### src/rtl/addpoly_engine.sv
// Coefficient-wise polynomial adder S = A + B over synchronous-read memories, with result-degree tracking.
// Optional ADDPOLY_MODQ_EN compiles in reduction of each sum into [0, Q-1].

module addpoly_sum #(
  parameter int Q = 4591
) (
  input  logic [25:0] a_i,
  input  logic [25:0] b_i,
  input  logic        mask_a_i,
  input  logic        mask_b_i,
  output logic [25:0] s_o,
  output logic        nz_o
);
  logic [25:0] a, b;

  assign a = mask_a_i ? 26'd0 : a_i;
  assign b = mask_b_i ? 26'd0 : b_i;

`ifdef ADDPOLY_MODQ_EN
  logic [26:0] raw, red;
  assign raw = {1'b0, a} + {1'b0, b};
  assign red = raw - 27'(Q);
  assign s_o = (raw >= 27'(Q)) ? red[25:0] : raw[25:0];
`else
  localparam int unused_q = Q;
  assign s_o = a + b;
`endif

  assign nz_o = |s_o;
endmodule

module addpoly_engine #(
  parameter int Q = 4591
) (
  input  logic        clk,
  input  logic        rst,
  input  logic        start,
  input  logic [10:0] degA,
  input  logic [10:0] degB,
  input  logic [25:0] mem_outputA,
  input  logic [25:0] mem_outputB,
  output logic [10:0] mem_address_oA,
  output logic [10:0] mem_address_oB,
  output logic [10:0] mem_address_iS,
  output logic [25:0] mem_inputS,
  output logic        write_enableS,
  output logic [10:0] deg,
  output logic        busy,
  output logic        done
);
  localparam int STAGES = 2;

  typedef enum logic [2:0] {IDLE, RUN, FLUSH1, FLUSH2, DONE} state_t;

  // Index and operand masks travel together so they line up with the read data.
  typedef struct packed {
    logic [10:0] idx;
    logic        mask_a;
    logic        mask_b;
  } rd_req_t;

  state_t      state_q, state_d;
  logic [10:0] addr_q, addr_d;
  logic [10:0] degA_q, degB_q, dmax;
  logic [10:0] addrS_q;
  logic [25:0] dataS_q;
  logic [10:0] deg_q;
  logic [STAGES:1] vld_pipe_q;
  rd_req_t     s1_q, s1_d;
  logic        accept, issue;
  logic [25:0] sum;
  logic        sum_nz;

  assign dmax   = (degA_q > degB_q) ? degA_q : degB_q;
  assign accept = (state_q == IDLE) && start;
  assign issue  = (state_q == RUN);

  always_comb begin
    state_d = state_q;
    addr_d  = addr_q;
    busy    = 1'b0;
    done    = 1'b0;
    case (state_q)
      IDLE: begin
        if (start) begin
          state_d = RUN;
          addr_d  = 11'd0;
        end
      end
      RUN: begin
        busy = 1'b1;
        if (addr_q == dmax) state_d = FLUSH1;
        else                addr_d  = addr_q + 11'd1;
      end
      FLUSH1: begin
        busy    = 1'b1;
        state_d = FLUSH2;
      end
      FLUSH2: begin
        busy    = 1'b1;
        state_d = DONE;
      end
      DONE: begin
        done    = 1'b1;
        state_d = IDLE;
      end
      default: state_d = IDLE;
    endcase
  end

  always_comb begin
    s1_d.idx    = addr_q;
    s1_d.mask_a = addr_q > degA_q;
    s1_d.mask_b = addr_q > degB_q;
  end

  addpoly_sum #(.Q(Q)) u_sum (
    .a_i      (mem_outputA),
    .b_i      (mem_outputB),
    .mask_a_i (s1_q.mask_a),
    .mask_b_i (s1_q.mask_b),
    .s_o      (sum),
    .nz_o     (sum_nz)
  );

  always_ff @(posedge clk or posedge rst) begin
    if (rst) begin
      state_q    <= IDLE;
      addr_q     <= 11'd0;
      degA_q     <= 11'd0;
      degB_q     <= 11'd0;
      vld_pipe_q <= '0;
      s1_q       <= '0;
      addrS_q    <= 11'd0;
      dataS_q    <= 26'd0;
      deg_q      <= 11'd0;
    end else begin
      state_q    <= state_d;
      addr_q     <= addr_d;
      vld_pipe_q <= {vld_pipe_q[STAGES-1:1], issue};
      s1_q       <= s1_d;
      if (accept) begin
        degA_q <= degA;
        degB_q <= degB;
      end
      if (vld_pipe_q[1]) begin
        addrS_q <= s1_q.idx;
        dataS_q <= sum;
      end
      if (accept)                       deg_q <= 11'd0;
      else if (vld_pipe_q[1] && sum_nz) deg_q <= s1_q.idx;
    end
  end

  assign mem_address_oA = addr_q;
  assign mem_address_oB = addr_q;
  assign mem_address_iS = addrS_q;
  assign mem_inputS     = dataS_q;
  assign write_enableS  = vld_pipe_q[STAGES];
  assign deg            = deg_q;
endmodule

### config.mk
export PLATFORM = sky130hd
export DESIGN_NAME = addpoly_engine
export DESIGN_NICKNAME = d
export VERILOG_FILES = /design/src/rtl/addpoly_engine.sv
export SDC_FILE = /design/constraint.sdc
export NUM_CORES = 1
export LEC_CHECK = 0
export ABC_CLOCK_PERIOD_IN_PS = 11100
export BUFFER_PORTS_ARGS = -buffer_cell sky130_fd_sc_hd__buf_2
export CAP_MARGIN = 20
export CELL_PAD_IN_SITES_DETAIL_PLACEMENT = 1
export CELL_PAD_IN_SITES_GLOBAL_PLACEMENT = 2
export CORE_MARGIN = 1
export CORE_UTILIZATION = 37
export CTS_BUF_LIST = sky130_fd_sc_hd__clkbuf_8
export DETAILED_ROUTE_END_ITERATION = 10
export PLACE_DENSITY_LB_ADDON = 0.25
export SLEW_MARGIN = 20
export SYNTH_ARGS = -nofsm -noshare
export SYNTH_HDL_FRONTEND = slang
export SYNTH_SLANG_ARGS = --single-unit
### constraint.sdc
create_clock -name clk -period 11.1 [get_ports clk]
set_input_delay 1.11 -clock clk [delete_from_list [all_inputs] [get_ports clk]]
set_output_delay 1.11 -clock clk [all_outputs]
set_load 0.02 [all_outputs]
==> flow_summary.ini <==
[run_status]
run_status = completed

[detailed_routing]
wire_per_inst_um = 18.58
drtAntennaViolNets = 0
first_pass_iters = 5
drt-initial-drc-count = 206
wirelength_um = 19720
vias = 5699
viasPerCell = 5.371
drc = 0

[clocking]
cts_max_path_buffers = 2
h-tree-depth = 3
cts_root_buffer = clkbuf_8
clock_sinks = 99
post-cts-setup-buffers = 0
clk_latency_ps = 390
cts_tree = done
cts_buffers = 9
cts_resized = 0
clk_pin_slew_ps = 100
postCtsHoldBufs = 0

[power]
power_density_nw_per_um2 = 280.7
ir_drop_mv = 0.1489
power.total_uw = 2154
p_leak_uw = 0.003778

[synth]
synth_flop_cell = dfrtp_1
syn_nets = 850
synthAdderAreaFrac_pct = 11.37
synth.distinct_cells = 60
ys.warnings.count = 0
synth_area_um2 = 6669
synth_top_family_by_area = simple AND/OR/NAND/NOR gates
yosysSeqAreaShare_pct = 37.15
syn-instance-count = 713
synth.avg_cell_area_um2 = 9.353
ys_ff_latch = 99
synthSimpleGateAreaFrac_pct = 16.87
synth.mux.area_fraction_pct = 7.129
synth_edf_count = 0
synth_xor_area_share_pct = 4.991
synth_compound_area_share_pct = 16.02
synthArstFlopShare_pct = 100.0

[floorplan]
die_width_um = 136.3
pin_count = 150
core_area_um2 = 17480
start_util_pct = 38.16
die-area_um2 = 18570
die_y_um = 136.3
rows = 48

[cells_and_area]
final.fill_count = 2064
drive_above_1_share_pct = 25.36
area_growth_pct = 15.03
stdcell_area_um2 = 7671
nets = 968
insertedDiodeCount = 0
fin_cells = 1061

[setup_path]
rr_endpoint = deg[6]$_DFFE_PP0P_
worstPathMaxFanout = 26
ff2ff_setup_slack_ps = 6500
cp_num_buf_inv = 0
reg2reg_depth = 13
cp_slowest_cell = dfrtp_1
crit_end = deg[6]$_DFFE_PP0P_
arrival_ps = 4850
crit_start = s1_q[0]$_DFF_PP0_
start_kind = register
cp_cell_sequence = nor2b_1 -> ha_1 -> fa_1 -> a21oi_1 -> o21bai_2 -> a31oi_4 -> o31ai_2 -> and3_4 -> or3_1 -> a2111oi_0 -> nand4_1 -> o31a_1 -> mux2i_1
r2r-start = s1_q[0]$_DFF_PP0_
slowest_delay_ps = 1010
worst-path-stages = 13
criticalPathCategory = reg2reg
cpLargestDelayFamily = compound AO/OA/AOI/OAI gates
worstPathRequired_ps = 11350
end_kind = register

[sta]
timing.fmax_mhz = 217.2
tightestPinTransition_ps = 1009
tns_ps = 0
hold_violations = 0
finalMaxSlewViolations = 0
rsz0062_at_grt = no
setup_viol = 0
period_needed_ps = 4605
finalCritPeriodShare_pct = 41.48
slew_headroom_pct = 32.74
worst_clock_skew_ps = 5.698

[place]
place_congestion = 0.8858
place_inst = 1045
place_hpwl_um = 15180
dpl_cell_area_um2 = 7457
port_buffers = 149

[global_routing]
grt.overflow.total = 0
grt_antenna_before_repair = 0
grt_pass1_wl_um = 31030
grt_max_degree = 84
grt_usage_pct = 21.91
grt_pass1_vias = 6029

[min_path]
hp-class = reg2reg

[job]
drv_cap = 0
logic make-up after synthesis:
| kind of cell | count (synthesis) |
|---|---|
| compound gates | 161 |
| xor+xnor | 38 |
| fa+ha+maj | 60 |
| buf+inv | 89 |
| flops | 99 |
| mux | 44 |
| simple gates | 222 |
final cells by class:
cell class                 count  area, µm²  area share, %
sequential                    99       2477          32.29
tap                          225      281.5          3.670
inverter                      44      167.7          2.186
clock inverter                 5      58.81         0.7666
clock buffer                  11      151.4          1.974
timing repair buffer         152      772.0          10.06
multi-input combinational    525       3762          49.05
per-stage QoR:
stage / setup slack, ps / hold WS [ps] / utilization [%]
global placement: 6386 / 471.8 / 42.67
finish: 6495 / 497.0 / 43.89
floorplan: 6874 / 354.8 / -
CTS: 6410 / 500.3 / 43.87
detailed placement: 6267 / 477.2 / 42.67
global route: 6254 / 525.4 / 43.89
per-layer routing:
layer  routed length [µm]  share of wire [%]  GRT usage, %  vias to the layer above
li1                     -                  -             -                     2707
met1                 8437                 43         26.46                     2825
met2                10060                 51         38.47                      131
met3                  684                3.5         3.132                       36
met4                  530                2.7         9.630                        0
met5                    0                  0             0                        -
worst min-delay path: stages (launching register included):
cell and delay, ps:
dfrtp_1 350, nand2_1 50, o21ai_0 60
where the power goes:
group	internal, µW	switching, µW
combinational	478	725
clock	117	135
sequential	522	177
total	1120	1040
cell usage in the layout (no fill, tap or decap), types with 25 or more instances in the layout:
| cell | Yosys | routed |
|---|---|---|
| buf_2 | 3 | 149 |
| mux2_2 | 28 | 28 |
| inv_1 | 44 | 44 |
| a21oi_1 | 33 | 33 |
| nand2_1 | 62 | 62 |
| nor2_1 | 42 | 41 |
| nor2b_1 | 61 | 61 |
| ha_1 | 59 | 59 |
| dfrtp_1 | 99 | 99 |
| xnor2_1 | 25 | 25 |
| o21ai_0 | 43 | 43 |
Yosys cell counts, drive strengths merged, types with 2 or more instances:
master / count / area (µm²)
nand3: 9 / 45.04
o31ai: 4 / 48.79
a21o: 9 / 67.56
xnor2: 25 / 219.0
o221ai: 3 / 26.28
xor2: 13 / 113.9
nand4: 15 / 93.84
a211oi: 3 / 32.53
dfrtp: 99 / 2477
nand2: 62 / 232.7
nor4: 6 / 37.54
nand2b: 2 / 12.51
a31oi: 8 / 65.06
or2: 2 / 12.51
nor2: 42 / 157.7
a2111oi: 3 / 26.28
o21a: 17 / 127.6
buf: 27 / 198.9
nand3b: 2 / 15.01
a21oi: 36 / 191.4
o22ai: 9 / 56.30
nor2b: 61 / 381.6
and3: 6 / 42.54
or3: 7 / 43.79
o21ai: 49 / 245.2
o21bai: 5 / 41.29
and2: 3 / 18.77
clkbuf: 18 / 67.56
a311oi: 2 / 23.77
ha: 59 / 738.2
nor3: 3 / 15.01
inv: 44 / 165.2
mux2: 28 / 315.3
mux2i: 16 / 160.2
a41oi: 2 / 17.52
sequential cells by signal, indices dropped and copies added, names as in the netlist:
signal and flops:
degA_q 11, state_q 3, degB_q 11, s1_q 13, mem_address_oA 11, deg 11, mem_inputS 26, vld_pipe_q 2
mem_address_iS 11
how the worst min path moves through the flow:
stage,startpoint,cells past startpoint,end
3_3_place_gp,mem_inputS[14]$_DFFE_PP0P_,2,mem_inputS[14]$_DFFE_PP0P_
2_1_floorplan,vld_pipe_q[1]$_DFF_PP0_,0,vld_pipe_q[2]$_DFF_PP0_
3_5_place_dp,mem_inputS[14]$_DFFE_PP0P_,2,mem_inputS[14]$_DFFE_PP0P_
4_1_cts,mem_inputS[14]$_DFFE_PP0P_,2,mem_inputS[14]$_DFFE_PP0P_
6_report,mem_inputS[14]$_DFFE_PP0P_,2,mem_inputS[14]$_DFFE_PP0P_
5_1_grt,mem_address_iS[3]$_DFFE_PP0P_,1,mem_address_iS[3]$_DFFE_PP0P_
Note: power is estimated with default switching activity, not from simulation.
